$ cat src/rtl/debounce_pkg.sv
// Shared types and constants for the switch debouncer.
// The helper sizes counters so that a terminal count of zero still gets a 1-bit register.
package debounce_pkg;

    typedef enum logic [1:0] {
        ZERO  = 2'd0,
        WAIT1 = 2'd1,
        ONE   = 2'd2,
        WAIT0 = 2'd3
    } db_state_t;

    localparam int TB_TICK_DIV     = 4;
    localparam int TB_STABLE_TICKS = 3;

    function automatic int cnt_width(input int n);
        return (n > 1) ? $clog2(n) : 1;
    endfunction

endpackage

$ cat src/rtl/sync_2ff.sv
// Two-flop synchronizer for an asynchronous single-bit input.
// Both flops clear to 0 on the asynchronous active-low reset.
module sync_2ff (
    input  logic clk,
    input  logic reset,
    input  logic d,
    output logic q
);

    logic r_meta;
    logic r_q;

    // NOTE: non-blocking assignments make both flops sample their old values on the
    // same edge; blocking here would collapse the chain into a single flop.
    always_ff @(posedge clk or negedge reset) begin
        if (!reset) begin
            r_meta <= 1'b0;
            r_q    <= 1'b0;
        end else begin
            r_meta <= d;
            r_q    <= r_meta;
        end
    end

    assign q = r_q;

endmodule

$ cat src/rtl/switch_debounce_fsm.sv
// Debounces a raw switch: the synchronized level must hold for STABLE_TICKS ticks of
// TICK_DIV clocks before db follows it. db and busy are decoded from the state register only.
module switch_debounce_fsm
    import debounce_pkg::*;
#(
    parameter int TICK_DIV     = 100_000,
    parameter int STABLE_TICKS = 10
) (
    input  logic clk,
    input  logic reset,
    input  logic sw,
    output logic db,
    output logic busy
);

    localparam int DIV_W = cnt_width(TICK_DIV);
    localparam int CNT_W = cnt_width(STABLE_TICKS);
    localparam logic [DIV_W-1:0] DIV_LAST = DIV_W'(TICK_DIV - 1);
    localparam logic [CNT_W-1:0] CNT_LAST = CNT_W'(STABLE_TICKS - 1);

    logic             w_sw_s;
    logic             w_tick;
    db_state_t        r_state;
    db_state_t        w_state_nxt;
    logic [DIV_W-1:0] r_div;
    logic [DIV_W-1:0] w_div_nxt;
    logic [CNT_W-1:0] r_cnt;
    logic [CNT_W-1:0] w_cnt_nxt;

    sync_2ff u_sync (
        .clk   (clk),
        .reset (reset),
        .d     (sw),
        .q     (w_sw_s)
    );

    assign w_tick = (r_div == DIV_LAST);

    always_ff @(posedge clk or negedge reset) begin
        if (!reset) begin
            r_state <= ZERO;
            r_div   <= '0;
            r_cnt   <= '0;
        end else begin
            r_state <= w_state_nxt;
            r_div   <= w_div_nxt;
            r_cnt   <= w_cnt_nxt;
        end
    end

    // NOTE: every signal gets a default before the case so no path leaves it
    // unassigned; otherwise synthesis would infer a latch to hold the old value.
    always_comb begin
        w_state_nxt = r_state;
        w_div_nxt   = r_div;
        w_cnt_nxt   = r_cnt;
        unique case (r_state)
            ZERO: begin
                if (w_sw_s) begin
                    w_state_nxt = WAIT1;
                    w_div_nxt   = '0;
                    w_cnt_nxt   = '0;
                end
            end
            WAIT1: begin
                if (!w_sw_s) begin
                    w_state_nxt = ZERO;
                    w_div_nxt   = '0;
                    w_cnt_nxt   = '0;
                end else if (w_tick) begin
                    w_div_nxt = '0;
                    if (r_cnt == CNT_LAST) begin
                        w_state_nxt = ONE;
                        w_cnt_nxt   = '0;
                    end else begin
                        w_cnt_nxt = r_cnt + 1'b1;
                    end
                end else begin
                    w_div_nxt = r_div + 1'b1;
                end
            end
            ONE: begin
                if (!w_sw_s) begin
                    w_state_nxt = WAIT0;
                    w_div_nxt   = '0;
                    w_cnt_nxt   = '0;
                end
            end
            WAIT0: begin
                if (w_sw_s) begin
                    w_state_nxt = ONE;
                    w_div_nxt   = '0;
                    w_cnt_nxt   = '0;
                end else if (w_tick) begin
                    w_div_nxt = '0;
                    if (r_cnt == CNT_LAST) begin
                        w_state_nxt = ZERO;
                        w_cnt_nxt   = '0;
                    end else begin
                        w_cnt_nxt = r_cnt + 1'b1;
                    end
                end else begin
                    w_div_nxt = r_div + 1'b1;
                end
            end
            default: begin
                w_state_nxt = ZERO;
                w_div_nxt   = '0;
                w_cnt_nxt   = '0;
            end
        endcase
    end

    assign db   = (r_state == ONE)   || (r_state == WAIT0);
    assign busy = (r_state == WAIT1) || (r_state == WAIT0);

endmodule

$ cat config.mk
export PLATFORM = sky130hd
export DESIGN_NAME = switch_debounce_fsm
export DESIGN_NICKNAME = d
export VERILOG_FILES = /design/src/rtl/debounce_pkg.sv /design/src/rtl/sync_2ff.sv /design/src/rtl/switch_debounce_fsm.sv
export SDC_FILE = /design/constraint.sdc
export NUM_CORES = 1
export LEC_CHECK = 0
export ABC_AREA = 1
export BUFFER_PORTS_ARGS = -buffer_cell sky130_fd_sc_hd__buf_2
export CORE_MARGIN = 3
export CORE_UTILIZATION = 54
export CTS_CLUSTER_SIZE = 28
export DETAILED_ROUTE_END_ITERATION = 8
export GPL_ROUTABILITY_DRIVEN = 0
export PLACE_DENSITY = 0.77
export SYNTH_ARGS = -nofsm -noshare
export SYNTH_HDL_FRONTEND = slang
export SYNTH_SLANG_ARGS = --single-unit
$ cat constraint.sdc
create_clock -name clk -period 1.4 [get_ports clk]
set_clock_uncertainty 0.2 [all_clocks]
set_input_delay 0.35 -clock clk [delete_from_list [all_inputs] [get_ports clk]]
set_output_delay 0.35 -clock clk [all_outputs]
set_load 0.02 [all_outputs]
==> impl_metrics.json <==
{
  "slowest_stage": "dfrtp_1",
  "fmax_mhz": 574,
  "finalSetupTns_ns": -6.28,
  "violations": "setup timing",
  "max_cap_viol_count": 0,
  "drc": 0,
  "synth_enable_flop_cells": 0,
  "setup_violations": 25,
  "coreArea_um2": 2850,
  "p_leak_nw": 1.05,
  "max_stage_delay_ns": 0.43,
  "setup_slack_ns": -0.342,
  "clk_latency_ns": 0.34,
  "syn_area_um2": 1660,
  "syn_nets": 230,
  "cp.required_ns": 1.48,
  "clock_sinks": 25,
  "fillers": 178,
  "worst_path_dominant_cell_family": "simple AND/OR/NAND/NOR gates",
  "clock-root-buffer": "clkbuf_4",
  "cp_data_arrival_time_ns": 1.83,
  "rr_startpoint": "r_div[0]",
  "grt_overflow": 0,
  "multi_input_area_um2": 1020,
  "avgSynthCellArea_um2": 7.42,
  "start_kind": "flop",
  "dieHeight_um": 61.5,
  "period_share_pct": 124,
  "path_buf_inv": 2,
  "fin_crit_ns": 1.74,
  "grt_pass1_wl_um": 7360,
  "std_cell_rows": 19,
  "synth_cells": 224,
  "antenna_found_initial": 0,
  "portBuffers": 4,
  "drive_above_1_share_pct": 42.4,
  "drt-wirelength-per-cell_um": 16.9,
  "path_cells": "ha_4 -> nand2_4 -> nor2_4 -> buf_4 -> nand2_1 -> inv_2 -> nand2_1 -> nand2_1 -> nand2_1 -> o21ai_2",
  "holdCritStartpoint": "u_sync.r_meta",
  "ant_nets": 0,
  "rsz0062_at_grt": "yes",
  "n_antenna_cell": 0,
  "drt_iter0_drc": 131,
  "track_usage_pct": 26.4,
  "fin_nets": 283,
  "yosysMostFrequentCell": "nand2_1",
  "clk_path_buf_depth": 2,
  "stdcell_count": 307,
  "ys_types": 30,
  "status": "finished with violations",
  "relSlewSlack_pct": 79.6,
  "cts_inserted_buffers": 3,
  "detailedRoute.firstPassIterationCount": 5,
  "final-hold-violation-count": 0,
  "synth_area_leaders": "dfrtp_1 (38%), nand2_1 (17%), nand3_1 (5.4%)",
  "dp.cells": 292,
  "crit_type": "reg -> reg",
  "register_area_um2": 629,
  "synth_seq_area_share_pct": 37.7,
  "synth.largest_area_cell": "dfrtp_1",
  "slew_violations": 0,
  "startpoint": "r_div[0]",
  "grt_pass1_vias": 1656,
  "clk_pin_slew_ns": 0.16,
  "drt-total-wl_um": 5190,
  "crit_path_end_kind": "flop",
  "dieArea_um2": 3780,
  "routed_via_density": 5.82,
  "placed_area_um2": 1980,
  "dpl.hpwl_um": 2730,
  "async_flop_share_pct": 100,
  "synth_common_cells": "nand2_1 (76), dfrtp_1 (25), inv_1 (20), nor2_1 (20), nand3_1 (18)",
  "vias": 1787,
  "syn2layout_area_growth_pct": 36.3,
  "grt_max_degree": 26,
  "synth_warnings": 0,
  "hold_class": "reg -> reg",
  "fin_area_um2": 2260,
  "vdd_ir_drop_max_mv": 0.897,
  "initial_core_util_pct": 58.2,
  "crit_top_cell": "nand2_1",
  "ys_ff_latch": 25,
  "ys.flop_type": "dfrtp_1",
  "synth.top_cell.area_share_pct": 37.7,
  "path_max_fanout": 4,
  "cts.htree.levels": 1,
  "cts_tree": "built",
  "die_w_um": 61.5,
  "power_density_nw_per_um2": 1090,
  "tightest_slew_ns": 0.303,
  "ios": 5
}
==> what timing repair did <==
action,in CTS,in global routing
hold buffers,2,0
setup endpoints to repair,25,25
buffers inserted,6,3
endpoints found under the hold margin,26,0
pin swaps,11,10
resized for setup,21,19
==> registers in the layout, indices dropped and copies added (netlist names), named ones only <==
register       cells
r_cnt              4
r_div             17
r_state            1
u_sync.q           1
u_sync.r_meta      1
==> placed cells by master (no fill, tap or decap), types with 3 or more instances in the layout <==
cell / n
nor2_2: 9
nand2_4: 5
o21ai_2: 4
nand3_2: 13
nand3_1: 9
nand4_1: 4
inv_1: 18
dfrtp_2: 3
nand2_1: 72
inv_2: 8
nor2_1: 15
dfrtp_1: 22
nand2_2: 4
xor2_1: 3
buf_6: 5
buf_4: 42
clkbuf_4: 3
nor2_4: 7
o22ai_2: 4
==> power by group <==
| part | switching (mW) | internal, mW | total, mW |
|---|---|---|---|
| combinational | 0.729 | 0.528 | 1.26 |
| clock | 0.242 | 0.109 | 0.351 |
| sequential | 0.0782 | 0.792 | 0.870 |
==> cell families (layout without fill, tap and decap cells) <==
group | Yosys count | after routing | synth area share, %
AOI/OAI and AO/OA | 15 | 15 | 7.76
xor gates and xnor gates | 4 | 4 | 2.11
adders and majority gates | 3 | 3 | 2.26
buffers and inverters | 32 | 84 | 8.51
DFF | 25 | 25 | 37.7
and+or+nand+nor | 145 | 145 | 41.7
==> per-stage QoR <==
step | power, mW | util [%] | hold slack, ns | worst slack [ns]
6_report | 2.48 | 79.4 | 0.169 | -0.342
5_1_grt | 2.58 | 79.4 | 0.191 | -0.409
4_1_cts | 2.31 | 76.1 | 0.168 | -0.222
3_5_place_dp | 1.80 | 69.5 | 0.103 | -0.210
3_3_place_gp | 1.78 | 69.5 | 0.101 | -0.181
2_1_floorplan | 1.50 | - | -0.146 | -0.126
==> worst paths after layout <==
| kind | end | slack (ns) | cells past startpoint |
|---|---|---|---|
| max reg2reg | r_div[16] | -0.34 | 10 |
| max in group asynchronous | r_div[4] | 0.58 | 3 |
| min in group asynchronous | r_div[16] | 0.26 | 3 |
| max | r_div[16] | -0.34 | 10 |
| min | u_sync.q | 0.17 | 0 |
| min reg2reg | u_sync.q | 0.17 | 0 |
==> cell type report <==
class                           count  area share (%)
Multi-Input combinational cell    167            45.2
Sequential cell                    25            27.8
Timing Repair Buffer               53            19.5
Inverter                           27            4.48
Tap cell                           31            1.71
Clock buffer                        3           0.994
Clock inverter                      1           0.331
==> metal layers <==
metal | track usage [%] | wire [um] | up-vias
li1 | - | - | 810
met1 | 33.8 | 1990 | 827
met2 | 42.4 | 2460 | 119
met3 | 4.40 | 449 | 31
met4 | 14.2 | 287 | 0
met5 | 0 | 0 | -
Power figures use the tool's default switching activity.
